==> src/rtl/thanos_mine_dropper.sv <==
// Mine dropper: samples the carrier position on drop attempts, places grid-snapped
// mines into a slot pool and runs each slot through fuse and blast countdowns.
module thanos_mine_dropper #(
    parameter int NUM_MINES    = 4,
    parameter int DROP_PERIOD  = 60,
    parameter int FUSE_FRAMES  = 90,
    parameter int BLAST_FRAMES = 15,
    parameter int X_OFFSET     = 16,
    parameter int Y_OFFSET     = 64,
    parameter int GRID         = 32
) (
    input  logic                       clk,
    input  logic                       resetN,
    input  logic                       startOfFrame,
    input  logic                       enable,
    input  logic signed [10:0]         carrierX,
    input  logic signed [10:0]         carrierY,
    input  logic                       defuseReq,
    input  logic [2:0]                 defuseIdx,
    output logic [NUM_MINES*11-1:0]    mineX,
    output logic [NUM_MINES*11-1:0]    mineY,
    output logic [NUM_MINES-1:0]       mineArmed,
    output logic [NUM_MINES-1:0]       mineBlast,
    output logic                       dropPulse,
    output logic                       blastPulse,
    output logic                       skipPulse
);

    localparam int CW = $clog2((FUSE_FRAMES > BLAST_FRAMES ? FUSE_FRAMES : BLAST_FRAMES) + 1);
    localparam int TW = $clog2(DROP_PERIOD) + 1;
    localparam logic [10:0] SNAP_MASK = ~11'(GRID - 1);

    typedef enum logic [1:0] {FREE, ARMED, BLAST} slot_state_t;

    slot_state_t       r_state [NUM_MINES];
    slot_state_t       w_state_nx [NUM_MINES];
    logic [CW-1:0]     r_cnt [NUM_MINES];
    logic [CW-1:0]     w_cnt_nx [NUM_MINES];
    logic [10:0]       r_x [NUM_MINES];
    logic [10:0]       r_y [NUM_MINES];
    logic [10:0]       w_x_nx [NUM_MINES];
    logic [10:0]       w_y_nx [NUM_MINES];
    logic [TW-1:0]     r_timer, w_timer_nx;
    logic              r_drop, r_blast, r_skip;
    logic              w_drop_nx, w_blast_nx, w_skip_nx;
    logic [11:0]       w_tx_raw, w_ty_raw;
    logic [10:0]       w_tgt_x, w_tgt_y;
    logic              w_attempt, w_have_free, w_dup;
    logic [3:0]        w_free_idx;

    // Negative targets clamp to 0 before snapping to the grid.
    always_comb begin
        w_tx_raw = {carrierX[10], carrierX} + 12'(X_OFFSET);
        w_ty_raw = {carrierY[10], carrierY} + 12'(Y_OFFSET);
        w_tgt_x  = w_tx_raw[11] ? '0 : (w_tx_raw[10:0] & SNAP_MASK);
        w_tgt_y  = w_ty_raw[11] ? '0 : (w_ty_raw[10:0] & SNAP_MASK);
    end

    always_comb begin
        w_have_free = 1'b0;
        w_free_idx  = '0;
        w_dup       = 1'b0;
        for (int unsigned i = 0; i < NUM_MINES; i++) begin
            if (!w_have_free && r_state[i] == FREE) begin
                w_have_free = 1'b1;
                w_free_idx  = 4'(i);
            end
            if (r_state[i] != FREE && r_x[i] == w_tgt_x && r_y[i] == w_tgt_y)
                w_dup = 1'b1;
        end
    end

    always_comb begin
        w_timer_nx = r_timer;
        w_attempt  = 1'b0;
        if (startOfFrame && enable) begin
            if (r_timer == TW'(DROP_PERIOD - 1)) begin
                w_attempt  = 1'b1;
                w_timer_nx = '0;
            end else begin
                w_timer_nx = r_timer + 1'b1;
            end
        end
    end

    always_comb begin
        w_drop_nx  = 1'b0;
        w_blast_nx = 1'b0;
        w_skip_nx  = 1'b0;
        for (int unsigned i = 0; i < NUM_MINES; i++) begin
            w_state_nx[i] = r_state[i];
            w_cnt_nx[i]   = r_cnt[i];
            w_x_nx[i]     = r_x[i];
            w_y_nx[i]     = r_y[i];
            if (startOfFrame) begin
                case (r_state[i])
                    ARMED: begin
                        if (r_cnt[i] <= CW'(1)) begin
                            w_state_nx[i] = BLAST;
                            w_cnt_nx[i]   = CW'(BLAST_FRAMES);
                        end else begin
                            w_cnt_nx[i] = r_cnt[i] - 1'b1;
                        end
                    end
                    BLAST: begin
                        if (r_cnt[i] <= CW'(1))
                            w_state_nx[i] = FREE;
                        else
                            w_cnt_nx[i] = r_cnt[i] - 1'b1;
                    end
                    default: ;
                endcase
            end
            // Defuse overrides a same-cycle fuse expiry, so no blast is reported.
            if (defuseReq && 32'(defuseIdx) == i && r_state[i] == ARMED)
                w_state_nx[i] = FREE;
            if (r_state[i] == ARMED && w_state_nx[i] == BLAST)
                w_blast_nx = 1'b1;
            if (w_attempt && w_have_free && !w_dup && 32'(w_free_idx) == i) begin
                w_state_nx[i] = ARMED;
                w_cnt_nx[i]   = CW'(FUSE_FRAMES);
                w_x_nx[i]     = w_tgt_x;
                w_y_nx[i]     = w_tgt_y;
            end
        end
        if (w_attempt) begin
            w_drop_nx = w_have_free && !w_dup;
            w_skip_nx = !(w_have_free && !w_dup);
        end
    end

    always_ff @(posedge clk or negedge resetN) begin
        if (!resetN) begin
            for (int unsigned i = 0; i < NUM_MINES; i++) begin
                r_state[i] <= FREE;
                r_cnt[i]   <= '0;
                r_x[i]     <= '0;
                r_y[i]     <= '0;
            end
            r_timer <= '0;
            r_drop  <= 1'b0;
            r_blast <= 1'b0;
            r_skip  <= 1'b0;
        end else begin
            for (int unsigned i = 0; i < NUM_MINES; i++) begin
                r_state[i] <= w_state_nx[i];
                r_cnt[i]   <= w_cnt_nx[i];
                r_x[i]     <= w_x_nx[i];
                r_y[i]     <= w_y_nx[i];
            end
            r_timer <= w_timer_nx;
            r_drop  <= w_drop_nx;
            r_blast <= w_blast_nx;
            r_skip  <= w_skip_nx;
        end
    end

    always_comb begin
        for (int unsigned i = 0; i < NUM_MINES; i++) begin
            mineX[i*11 +: 11] = r_x[i];
            mineY[i*11 +: 11] = r_y[i];
            mineArmed[i]      = (r_state[i] == ARMED);
            mineBlast[i]      = (r_state[i] == BLAST);
        end
    end

    assign dropPulse  = r_drop;
    assign blastPulse = r_blast;
    assign skipPulse  = r_skip;

endmodule

==> config.mk <==
export PLATFORM = sky130hd
export DESIGN_NAME = thanos_mine_dropper
export DESIGN_NICKNAME = d
export VERILOG_FILES = /design/src/rtl/thanos_mine_dropper.sv
export SDC_FILE = /design/constraint.sdc
export NUM_CORES = 1
export LEC_CHECK = 0
export BUFFER_PORTS_ARGS = -buffer_cell sky130_fd_sc_hd__buf_2
export CORE_MARGIN = 8
export CORE_UTILIZATION = 56
export DETAILED_ROUTE_END_ITERATION = 12
export HOLD_SLACK_MARGIN = 0.03
export PLACE_DENSITY = 0.81
export REMOVE_ABC_BUFFERS = 1
export SLEW_MARGIN = 20
export SYNTH_ARGS = -nofsm -noshare
export SYNTH_HDL_FRONTEND = slang
export SYNTH_SLANG_ARGS = --single-unit
==> constraint.sdc <==
create_clock -name clk -period 3.3 [get_ports clk]
set_input_delay 0 -clock clk [delete_from_list [all_inputs] [get_ports clk]]
set_output_delay 0 -clock clk [all_outputs]
set_load 0.05 [all_outputs]
Yosys cells after proc, flatten, opt, wreduce, memory -nomap -nowiden. Index checks and enable logic that the tools add are counted.

Register bits after elaboration: 134. Input port bits: 30. Output and inout port bits: 99. Logic and storage cells: 186.

Add/subtract/negate cells: 7. $lt $le $gt $ge: 4. Equal/unequal tests: 31. Muxes and demuxes: 66. Reduce and logical (&&, ||, !) cells: 58.

Operator list (number): $mux W7 (17); $eq A11 B11 Y1 (8); $pmux W7 S2 (4); $mux W2 (20); $logic_and A1 B1 Y1 (31); $le A7 B1 Y1 const B (4); $sub A7 B1 Y7 const B (4); $mux W11 (2); $mux W1 (17); $eq A2 B2 Y1 const B (8); $pmux W2 S2 (4); $reduce_bool A2 Y1 (8); $add A11 B6 Y12 const B (1); $add A11 B8 Y12 const B (1); $ne A3 B2 Y1 const B (4); $reduce_and A3 Y1 (4); $reduce_bool A3 Y1 (4); $eq A2 B1 Y1 const B (4); $eq A4 B2 Y1 const B (2); $logic_not A2 Y1 (4); $mux W4 (2); $add A7 B1 Y7 const B (1); $eq A7 B6 Y1 const B (1); $eq A3 B2 Y1 const B (2); other kinds (5) (9).

Logic depth before layout (Yosys ltp). Gate-level depths: netlist (run 1).

Depth after elaboration: 16. Mapped depth: 11. Depth with buffers taken out: 10.

Least setup slack after synthesis (run 1). No wires, ideal clock.

Kind: flip-flop to flip-flop. From: reg r_y (netlist bit mineY[38]). To: reg r_y (netlist bit mineY[43]). Library setup time: 125 ps. Arrival: 2541 ps. Data required time: 3175 ps. Setup slack: 634 ps. Cell stages (with the launch flop): 10. Buffers on the path: 1. Clock period less this slack: 2666 ps. Cells stage by stage: dfrtp_1 -> nor2b_1 -> a211oi_1 -> nand4_1 -> a2111o_1 -> nor4_1 -> a211oi_2 -> nand4_2 -> buf_2 -> mux2_4.

Word-level cells in the longest chain between the ends: 6.

RTL lines: start: declaration (line 40) `logic [10:0] r_y [NUM_MINES];`; start signal: indexed assignment (line 149) `r_y[i] <= w_y_nx[i];`; $eq A11 B11 Y1 (line 68) `if (r_state[i] != FREE && r_x[i] == w_tgt_x && r_y[i] == w_tgt_y)`; $logic_and A1 B1 Y1 (line 68); $mux W1 (line 68); $logic_not A1 Y1 (line 119) `if (w_attempt && w_have_free && !w_dup && 32'(w_free_idx) == i) begin`; $logic_and A1 B1 Y1 (2 in series) (line 119).

Every way passes these cells. A chain may end at the register's enable or synchronous reset.

Worst setup path in the final report (run 1).
From: reg r_state[0] in the netlist's numbering. To: reg r_y (netlist bit mineY[27]).

Word-level cells in the longest chain between the ends: 7. Elaborated cells between the ends (all ways): 13. Classes of those cells: 1 x eq/ne; 3 x mux; 9 x reduce/logical.

RTL lines: start: declaration (line 35) `slot_state_t r_state [NUM_MINES];`; start signal: indexed assignment (line 146) `r_state[i] <= w_state_nx[i];`; $reduce_bool A2 Y1 (line 68); $logic_and A1 B1 Y1 (2 in series) (line 68); $mux W1 (line 68); $logic_not A1 Y1 (line 119); $logic_and A1 B1 Y1 (line 119); $logic_and A1 B1 Y1 (*) (line 119).

Every way passes the cells marked *; elsewhere a longest branch is shown, timed or not.

==> results of run 1 <==
==> cell type report <==
| type | count | area, um2 | share of cell area [%] |
|---|---|---|---|
| Sequential cell | 94 | 2352 | 35.19 |
| Multi-Input combinational cell | 471 | 3321 | 49.67 |
| Clock buffer | 10 | 137.6 | 2.059 |
| Inverter | 29 | 108.9 | 1.628 |
| Clock inverter | 5 | 57.56 | 0.8609 |
| Timing Repair Buffer | 93 | 533.0 | 7.973 |
| Tap cell | 140 | 175.2 | 2.620 |
==> synth_stat cells, drive strengths merged, types with 4 or more instances <==
cell,number
nor4,14
buf,55
dfrtp,94
xor2,16
o21ai,15
nand4,8
xnor2,37
a21boi,8
ha,23
o2111ai,4
nand2,51
nor2b,8
nor3b,6
nand2b,5
mux2i,6
nor2,50
and2,8
or3,4
and3,6
mux2,51
a21oi,17
o21bai,4
inv,29
nand3,33
o32ai,4
nor3,11
==> where the power goes <==
| part | internal (mW) | leakage, nW | switching (mW) |
|---|---|---|---|
| registers | 1.28 | 1.29 | 0.133 |
| clock network | 0.369 | 0.103 | 0.414 |
| logic | 0.324 | 2.02 | 0.643 |
| total | 1.97 | 3.41 | 1.19 |
==> registers in the layout, indices dropped and copies added (netlist names) <==
name	cells
blastPulse	1
dropPulse	1
mineX	24
mineY	24
r_cnt	28
r_state	8
r_timer	7
skipPulse	1
==> critical path, stage by stage (launching register included) <==
cell and delay [ns]:
dfrtp_1 0.41, inv_1 0.08, ha_1 0.27, a21o_1 0.18, a211oi_1 0.16, nand4_1 0.10, a2111o_1 0.35, nor4_1 0.43
a211oi_2 0.09, buf_4 0.18, nand4_2 0.11, buf_12 0.20, mux2_2 0.36
==> timing repair <==
item                      CTS  global route
setup buffers               0             0
hold endpoints to repair   72             0
gates resized for setup     0             0
hold buffers                2             0
==> per-stage QoR <==
stage	std cells	worst slack [ns]	hold slack, ns	util (%)	instance area, um2
after floorplan	594	0.5213	-0.2956	-	5782
after global placement	825	0.3869	0.1765	60.48	6470
after detailed placement	825	0.2707	0.1856	60.48	6470
after CTS	842	0.2719	0.03125	62.49	6685
after global routing	842	0.09410	0.06555	62.49	6685
final	842	0.2468	0.03636	62.49	6685
==> cells by family after synthesis <==
group                    after synthesis
AND/OR/NAND/NOR                      212
flip-flops                            94
buffers and inverters                 86
AO/OA/AOI/OAI                         85
multiplexers                          57
XOR/XNOR                              54
adder cells (fa/ha/maj)               23
other                                  1
==> metal layers <==
metal	global-route usage [%]	wire [um]	vias up
met4	10.30	464	0
met3	4.650	1230	39
li1	-	-	2244
met1	24.81	6207	2420
met2	34.82	7115	211
met5	0	0	-
==> worst paths after layout <==
kind	end	cells after the start
max	mineY[27]	12
min	r_timer[0]	4
max reg2reg	mineY[27]	12
min reg2reg	r_timer[6]	1
max in group asynchronous	r_cnt[6]	3
min in group asynchronous	r_state[1]	2
==> impl_metrics.tcl, run 1 <==
set metrics [dict create \
    grt_overflow 0 \
    fin_worst_skew_ns 0.01443 \
    syn-instance-count 612 \
    cp_max_fo 21 \
    cts_tree "done" \
    drc 0 \
    rrSetupSlack_ns 0.25 \
    yosysTopAreaCell "dfrtp_1" \
    min-delay-start "enable" \
    synth_seq_area_share_pct 38.87 \
    ir_drop_mv 0.2880 \
    async_flop_share_pct 100.0 \
    worstReg2RegStart "r_state[0]" \
    hold_path_class "input pin to flip-flop" \
    clkSinkCount 94 \
    synth_area_leaders "dfrtp_1 39%, mux2_2 7.4%, xnor2_1 5.4%" \
    yosys.area_share.adder_pct 4.755 \
    globalplace.congestion 0.8865 \
    synth_top_family_by_area "simple AND/OR/NAND/NOR gates" \
    powerDensity_nw_per_um2 473.1 \
    synth.distinct_cells 69 \
    worst_pin_slew_ns 0.9051 \
    drtAntennaViolNets 0 \
    synthFlopType "dfrtp_1" \
    tns_ns 0 \
    clk_pin_slew_ns 0.09 \
    slew_violations 0 \
    final_nets 751 \
    worstSetupStartpointType "flip-flop" \
    synth_warnings 0 \
    fin_crit_sh_pct 92.52 \
    synth.avg_cell_area_um2 9.889 \
    min_period_ns 3.053 \
    numCtsBuffers 9 \
    synth_top_area_share_pct 38.87 \
    via_per_inst 5.836 \
    antenna_cells 0 \
    grt_pass1_wl_mm 24.56 \
    max-slew-margin-rel_pct 39.66 \
    setup_viol 0 \
    fillCellCount 864 \
    grtUsageTotal_pct 20.80 \
    synth_xor_area_share_pct 8.042 \
    clockRootBuffer "clkbuf_8" \
    syn2layout_area_growth_pct 10.46 \
    layout_commonest_cell "dfrtp_1" \
    via_count 4914 \
    clk_latency_ns 0.37 \
    ys_seq_elements 94 \
    rsz0062_at_grt "no" \
    portBuffers 79 \
    cp.arrival_ns 3.31 \
    synth.area.mux_share_pct 10.98 \
    drt_iter0_markers 305 \
    antenna_found_initial 0 \
    cp-end-kind "flip-flop" \
    htreeDepth 3 \
    p_leak_nw 3.414 \
    synth_area_um2 6052 \
    grt_max_degree 72 \
    core_um2 10700 \
    p_total_mw 3.163 \
    die_h_um 120.0 \
    firstDrtPassIters 4 \
    hold_violations 0 \
    status "finished clean" \
    crit_type "flip-flop to flip-flop" \
    fmax_mhz 327.5 \
    drive_gt1_share_pct 24.36 \
    cp-startpoint "r_state[0]" \
    layout_common_cells "94 x dfrtp_1, 78 x buf_2, 51 x nand2_1" \
    initial_core_util_pct 56.57 \
    crit_required_ns 3.55 \
    grt_pass1_vias 5108 \
    io_pins 129 \
    drv_cap 0 \
    routedWlPerCell_um 17.84 \
    clockBufferDepth 2 \
    wirelength_mm 15.02 \
    synth_compound_area_share_pct 10.54 \
    synth_edf_count 0 \
    chipWidth_um 120.0 \
    dieArea_um2 14390 \
    dp_hpwl_mm 11.30 \
    synthSimpleGateAreaFrac_pct 18.07 \
    row_count 38 \
]
Note: power is estimated with default switching activity, not from simulation.
==> run 2: changes to the inputs <==
--- a/config.mk
+++ b/config.mk
@@ -7,12 +7,13 @@
 export LEC_CHECK = 0
 export BUFFER_PORTS_ARGS = -buffer_cell sky130_fd_sc_hd__buf_2
 export CORE_MARGIN = 8
-export CORE_UTILIZATION = 56
+export CORE_UTILIZATION = 51
 export DETAILED_ROUTE_END_ITERATION = 12
 export HOLD_SLACK_MARGIN = 0.03
-export PLACE_DENSITY = 0.81
+export PLACE_DENSITY = 0.74
 export REMOVE_ABC_BUFFERS = 1
 export SLEW_MARGIN = 20
 export SYNTH_ARGS = -nofsm -noshare
 export SYNTH_HDL_FRONTEND = slang
 export SYNTH_SLANG_ARGS = --single-unit
+export TNS_END_PERCENT = 30
==> run 2 against run 1 <==
Compared with the run above: cell count is 0.71% higher; sequential share of layout area shrank 0.40 points; critical path type unchanged; largest power group unchanged; maximum frequency up 1.2%; critical endpoint is now mineY[29]; clock power up 26%; setup slack better by 0.035 ns.
==> impl_metrics.tcl, run 2 (synthesis gave the netlist of run 1 again) <==
set metrics [dict create \
    top_register "r_cnt" \
    clk_latency_ns 0.34 \
    pre_cts_slack_ns 0.2649 \
    postCtsSetupRepairBufs 0 \
    min_period_ns 3.018 \
    rsz0062_at_grt "no" \
    htreeDepth 3 \
    worst_slack_ns 0.2817 \
    clkSinkCount 94 \
    topRoutingLayerUsed "met4" \
    row_count 39 \
    hold_violations 0 \
    drv_cap 0 \
    numCtsBuffers 9 \
    clk_pin_slew_ns 0.07 \
    min-delay-start "enable" \
    hold_path_class "input pin to flip-flop" \
    worst_pin_slew_ns 0.7483 \
    dp_hpwl_mm 11.39 \
    firstDrtPassIters 6 \
    core_um2 11520 \
    p_total_mw 3.370 \
    syn2layout_area_growth_pct 11.72 \
    globalplace.congestion 0.8605 \
    worstSetupStartpointType "flip-flop" \
    fin_crit_sh_pct 91.46 \
    r2r_cells 11 \
    drc 0 \
    crit_type "flip-flop to flip-flop" \
    status "finished clean" \
    crit_required_ns 3.53 \
    final_nets 753 \
    initial_core_util_pct 52.55 \
    fillCellCount 997 \
    wirelength_mm 15.08 \
    max-slew-margin-rel_pct 50.11 \
    chipWidth_um 124.9 \
    cts_tree "done" \
    drtAntennaViolNets 0 \
    setup_viol 0 \
    drt_iter0_markers 394 \
    slew_violations 0 \
    final_core_util_pct 58.71 \
    grt_pass1_wl_mm 25.02 \
    drive_gt1_share_pct 24.68 \
    grtUsageTotal_pct 19.31 \
    routedWlPerCell_um 17.79 \
    grt_pass1_vias 4944 \
    crit_chain "inv_1 -> ha_1 -> a21o_1 -> a211oi_1 -> nand4_1 -> a2111o_1 -> nor4_1 -> a211oi_2 -> nand4_2 -> buf_4 -> mux2_2" \
    ir_drop_mv 0.2355 \
    fin_worst_skew_ns 0.008274 \
    met2WireLength_mm 7.220 \
    via_per_inst 5.637 \
    portBuffers 79 \
    critPathMaxStageDelay_ns 0.42 \
    fmax_mhz 331.3 \
    layout_commonest_cell "dfrtp_1" \
    grt_overflow 0 \
    p_leak_nw 3.442 \
    layout_common_cells "94 x dfrtp_1, 78 x buf_2, 51 x nand2_1" \
    cp_max_fo 17 \
    largest_reg_flops 28 \
    design_area_um2 6761 \
    cp-end-kind "flip-flop" \
    die_h_um 124.9 \
    rrSetupSlack_ns 0.28 \
    met3_length_mm 1.021 \
    tns_ns 0 \
    powerDensity_nw_per_um2 498.5 \
    cp.arrival_ns 3.25 \
    antenna_cells 0 \
    clockBufferDepth 2 \
    via_count 4780 \
    antenna_found_initial 0 \
    min_path_cells 3 \
    min_to "r_timer[1]" \
    dieArea_um2 15610 \
    r2r_end "mineY[29]" \
    grt_max_degree 82 \
    worstReg2RegStart "r_state[0]" \
    io_pins 129 \
    cp_slowest_cell "nor4_1" \
    clockRootBuffer "clkbuf_16" \
    placed_cell_area_um2 6471 \
    m1WireLength_mm 6.654 \
]
==> run 2: changes by cell type in the layout (fill, tap and decap cells not counted), sizes merged <==
| cell | delta |
|---|---|
| clkbuf | +1 |
| clkinv | -1 |
| dlygate4sd3 | -1 |
| clkinvlp | +2 |
| buf | +3 |
| bufinv | -1 |
==> run 2: critical path, delay by kind of cell (launching register included) <==
| family | cells | cell delay (ns) |
|---|---|---|
| adders and majority gates | 1 | 0.25 |
| AOI/OAI and AO/OA | 4 | 0.85 |
| and+or+nand+nor | 3 | 0.66 |
| DFF | 1 | 0.40 |
| muxes | 1 | 0.37 |
| buffers and inverters | 2 | 0.35 |
==> run 2: timing repair <==
item | in CTS | in global routing
endpoints found under the hold margin | 80 | 0
hold buffers | 1 | 0
gates resized for setup | 0 | 0
==> run 2: worst max path at each step <==
stage / from / end / slack [ns] / depth (start not counted)
3_3_place_gp: carrierY[6] / mineY[30] / 0.38 / 11
6_report: r_state[0] / mineY[29] / 0.28 / 11
5_1_grt: r_state[0] / r_cnt[23] / 0.03 / 11
3_5_place_dp: r_state[0] / r_cnt[23] / 0.26 / 11
4_1_cts: r_state[0] / r_cnt[23] / 0.25 / 11
2_1_floorplan: mineY[38] / mineX[38] / 0.52 / 8
==> run 2: power by group <==
group	leakage, nW	switching (mW)	internal (mW)
Sequential	1.29	0.136	1.28
Combinational	2.02	0.638	0.326
Clock	0.132	0.456	0.532
Total	3.44	1.23	2.14
==> run 2: cell type report <==
type / count / area, um2 / share of cell area, %
multi-input combinational: 471 / 3321 / 49.11
timing repair buffer: 95 / 524.3 / 7.754
clock inverter: 5 / 33.78 / 0.4996
inverter: 29 / 108.9 / 1.610
sequential: 94 / 2352 / 34.79
tap: 143 / 178.9 / 2.646
clock buffer: 11 / 242.7 / 3.590
==> run 2: routing by layer <==
layer | vias up | track usage, %
li1 | 2250 | -
met1 | 2369 | 23.70
met2 | 147 | 32.19
met3 | 14 | 5.907
met4 | 0 | 5.516
met5 | - | 0
==> run 2: metrics by stage <==
stage	std cells	hold slack [ns]
finish	848	0.06892
global route	848	0.09642
CTS	848	0.06603
detailed placement	831	0.2575
global placement	831	0.2390
floorplan	594	-0.2956
==> run 3: changes to the inputs <==
--- a/config.mk
+++ b/config.mk
@@ -9,7 +9,7 @@
 export CORE_MARGIN = 8
 export CORE_UTILIZATION = 51
 export DETAILED_ROUTE_END_ITERATION = 12
-export HOLD_SLACK_MARGIN = 0.03
+export HOLD_SLACK_MARGIN = 0.12
 export PLACE_DENSITY = 0.74
 export REMOVE_ABC_BUFFERS = 1
 export SLEW_MARGIN = 20
==> run 3 against run 2 <==
Compared with the run above: total power is 0.16% higher; hold slack better by 0.12 ns; die area stayed put; clock-buffer cell count stayed put; sequential share of layout area is 0.20 points lower; clock power hardly changed; critical path depth stayed put; routed wire length is 0.43% higher; core utilization is 0.35 points higher; clock skew hardly changed.
==> impl_metrics.tcl, run 3 (synthesis gave the netlist of run 1 again) <==
set metrics [dict create \
    pre_cts_slack_ns 0.2649 \
    min-delay-start "defuseIdx[2]" \
    antenna_found_initial 0 \
    wirelength_mm 15.15 \
    tns_ns 0 \
    drv_cap 0 \
    p_clk_share_pct 29.3 \
    chipWidth_um 124.9 \
    routedWlPerCell_um 17.78 \
    hold-worst-slack_ns 0.1915 \
    cts_resized 0 \
    final_nets 757 \
    p_int_mw 2.143 \
    dp_hpwl_mm 11.39 \
    layout_common_cells "94 x dfrtp_1, 78 x buf_2, 51 x nand2_1" \
    p_leak_nw 3.461 \
    seqPwrFrac_pct 42.0 \
    syn2layout_area_growth_pct 12.38 \
    rrSetupSlack_ns 0.28 \
    p_sw_mw 1.233 \
    crit_family "compound AO/OA/AOI/OAI gates" \
    seqCellArea_um2 2352 \
    clk_latency_ns 0.35 \
    fmax_mhz 331.6 \
    layout_commonest_cell "dfrtp_1" \
    min_period_ns 3.016 \
    worst_slack_ns 0.2839 \
    cp.arrival_ns 3.25 \
    clockBufferDepth 2 \
    clockRootBuffer "clkbuf_16" \
    drive_gt1_share_pct 24.54 \
    cp_num_buf_inv 2 \
    grt_overflow 0 \
    largest_reg_flops 28 \
    fin_crit_sh_pct 91.40 \
    via_per_inst 5.641 \
    drc 0 \
    hold_path_class "input pin to flip-flop" \
    max-slew-margin-rel_pct 49.39 \
    cts_tree "done" \
    io_pins 129 \
    portBuffers 79 \
    via_count 4806 \
    antenna_cells 0 \
    grt_pass1_wl_mm 25.10 \
    postCtsSetupRepairBufs 0 \
    clk_pin_slew_ns 0.07 \
    htreeDepth 3 \
    setup_viol 0 \
    combPwrFrac_pct 28.7 \
    multiInputGateArea_um2 3321 \
    worstSetupStartpointType "flip-flop" \
    powerDensity_nw_per_um2 496.3 \
    cp-end-kind "flip-flop" \
    fillCellCount 996 \
    numCtsBuffers 9 \
    rsz0062_at_grt "no" \
    cp_slowest_cell "nor4_1" \
    row_count 39 \
    cp_max_fo 17 \
    status "finished clean" \
    crit_chain "inv_1 -> ha_1 -> a21o_1 -> a211oi_1 -> nand4_1 -> a2111o_1 -> nor4_1 -> a211oi_2 -> nand4_2 -> buf_4 -> mux2_2" \
    critPathMaxStageDelay_ns 0.42 \
    drt_iter0_markers 357 \
    grtUsageTotal_pct 19.36 \
    grt_pass1_vias 4964 \
    fin_worst_skew_ns 0.008300 \
    worst_pin_slew_ns 0.7591 \
    ir_drop_mv 0.2356 \
    drtAntennaViolNets 0 \
    grt_max_degree 82 \
    die_h_um 124.9 \
    worstReg2RegStart "r_state[0]" \
    top_register "r_cnt" \
    crit_required_ns 3.53 \
    hold_violations 0 \
    cp-startpoint "r_state[0]" \
    globalplace.congestion 0.8605 \
    core_um2 11520 \
    design_area_um2 6802 \
    clkSinkCount 94 \
    crit_type "flip-flop to flip-flop" \
    placed_cell_area_um2 6471 \
    dieArea_um2 15610 \
    initial_core_util_pct 52.55 \
    slew_violations 0 \
    firstDrtPassIters 4 \
    netSwitchingFraction_pct 36.52 \
]
run 3: cell types whose count changed in the layout (fill, tap and decap cells not counted):
cell,previous run,this run
dlygate4sd3_1,1,5
run 3: final cells by class:
class                   instances  area share, %
clock buffers                  11          3.569
inverters                      29          1.600
multi-input cells             471          48.82
clock inverters                 5         0.4967
repair buffers                 99          8.297
well taps                     143          2.631
flip-flops and latches         94          34.58
run 3: power by group through the flow:
stage          sequential, mW  clock [mW]  combinational [mW]
6_report                 1.42       0.990               0.969
5_1_grt                  1.44        1.05                1.07
4_1_cts                  1.41        1.00               0.967
3_5_place_dp             1.43           0               0.958
3_3_place_gp             1.42           0               0.917
2_1_floorplan            1.45           0               0.688
run 3: timing repair:
action                     in CTS  in global routing
setup endpoints to repair       0                  0
hold buffers                    5                  0
hold endpoints to repair       86                  0
run 3: final timing paths:
kind / endpoint / depth (start not counted)
hold reg to reg: r_timer[6] / 1
max in group asynchronous: mineY[18] / 3
min in group asynchronous: r_timer[6] / 2
setup reg to reg: mineY[29] / 11
setup / recovery: mineY[29] / 11
hold / removal: r_state[4] / 4
run 3: layer usage:
metal | routed length, um | global-route usage (%)
met1 | 6683 | 23.70
met2 | 7266 | 32.38
met3 | 987 | 5.907
met4 | 210 | 5.516
met5 | 0 | 0
run 3: stage by stage:
stage          instances  util (%)  power, mW
2_1_floorplan        594         -      2.138
3_3_place_gp         831     56.19      2.338
3_5_place_dp         831     56.19      2.392
4_1_cts              852     59.03      3.383
5_1_grt              852     59.06      3.558
6_report             852     59.06      3.376
run 3: worst register-to-register path, stage by stage, from the launching register on:
cell and delay, ns:
dfrtp_1 0.40, inv_1 0.08, ha_1 0.25, a21o_1 0.17, a211oi_1 0.18, nand4_1 0.10
a2111o_1 0.36, nor4_1 0.42, a211oi_2 0.14, nand4_2 0.14, buf_4 0.28, mux2_2 0.38
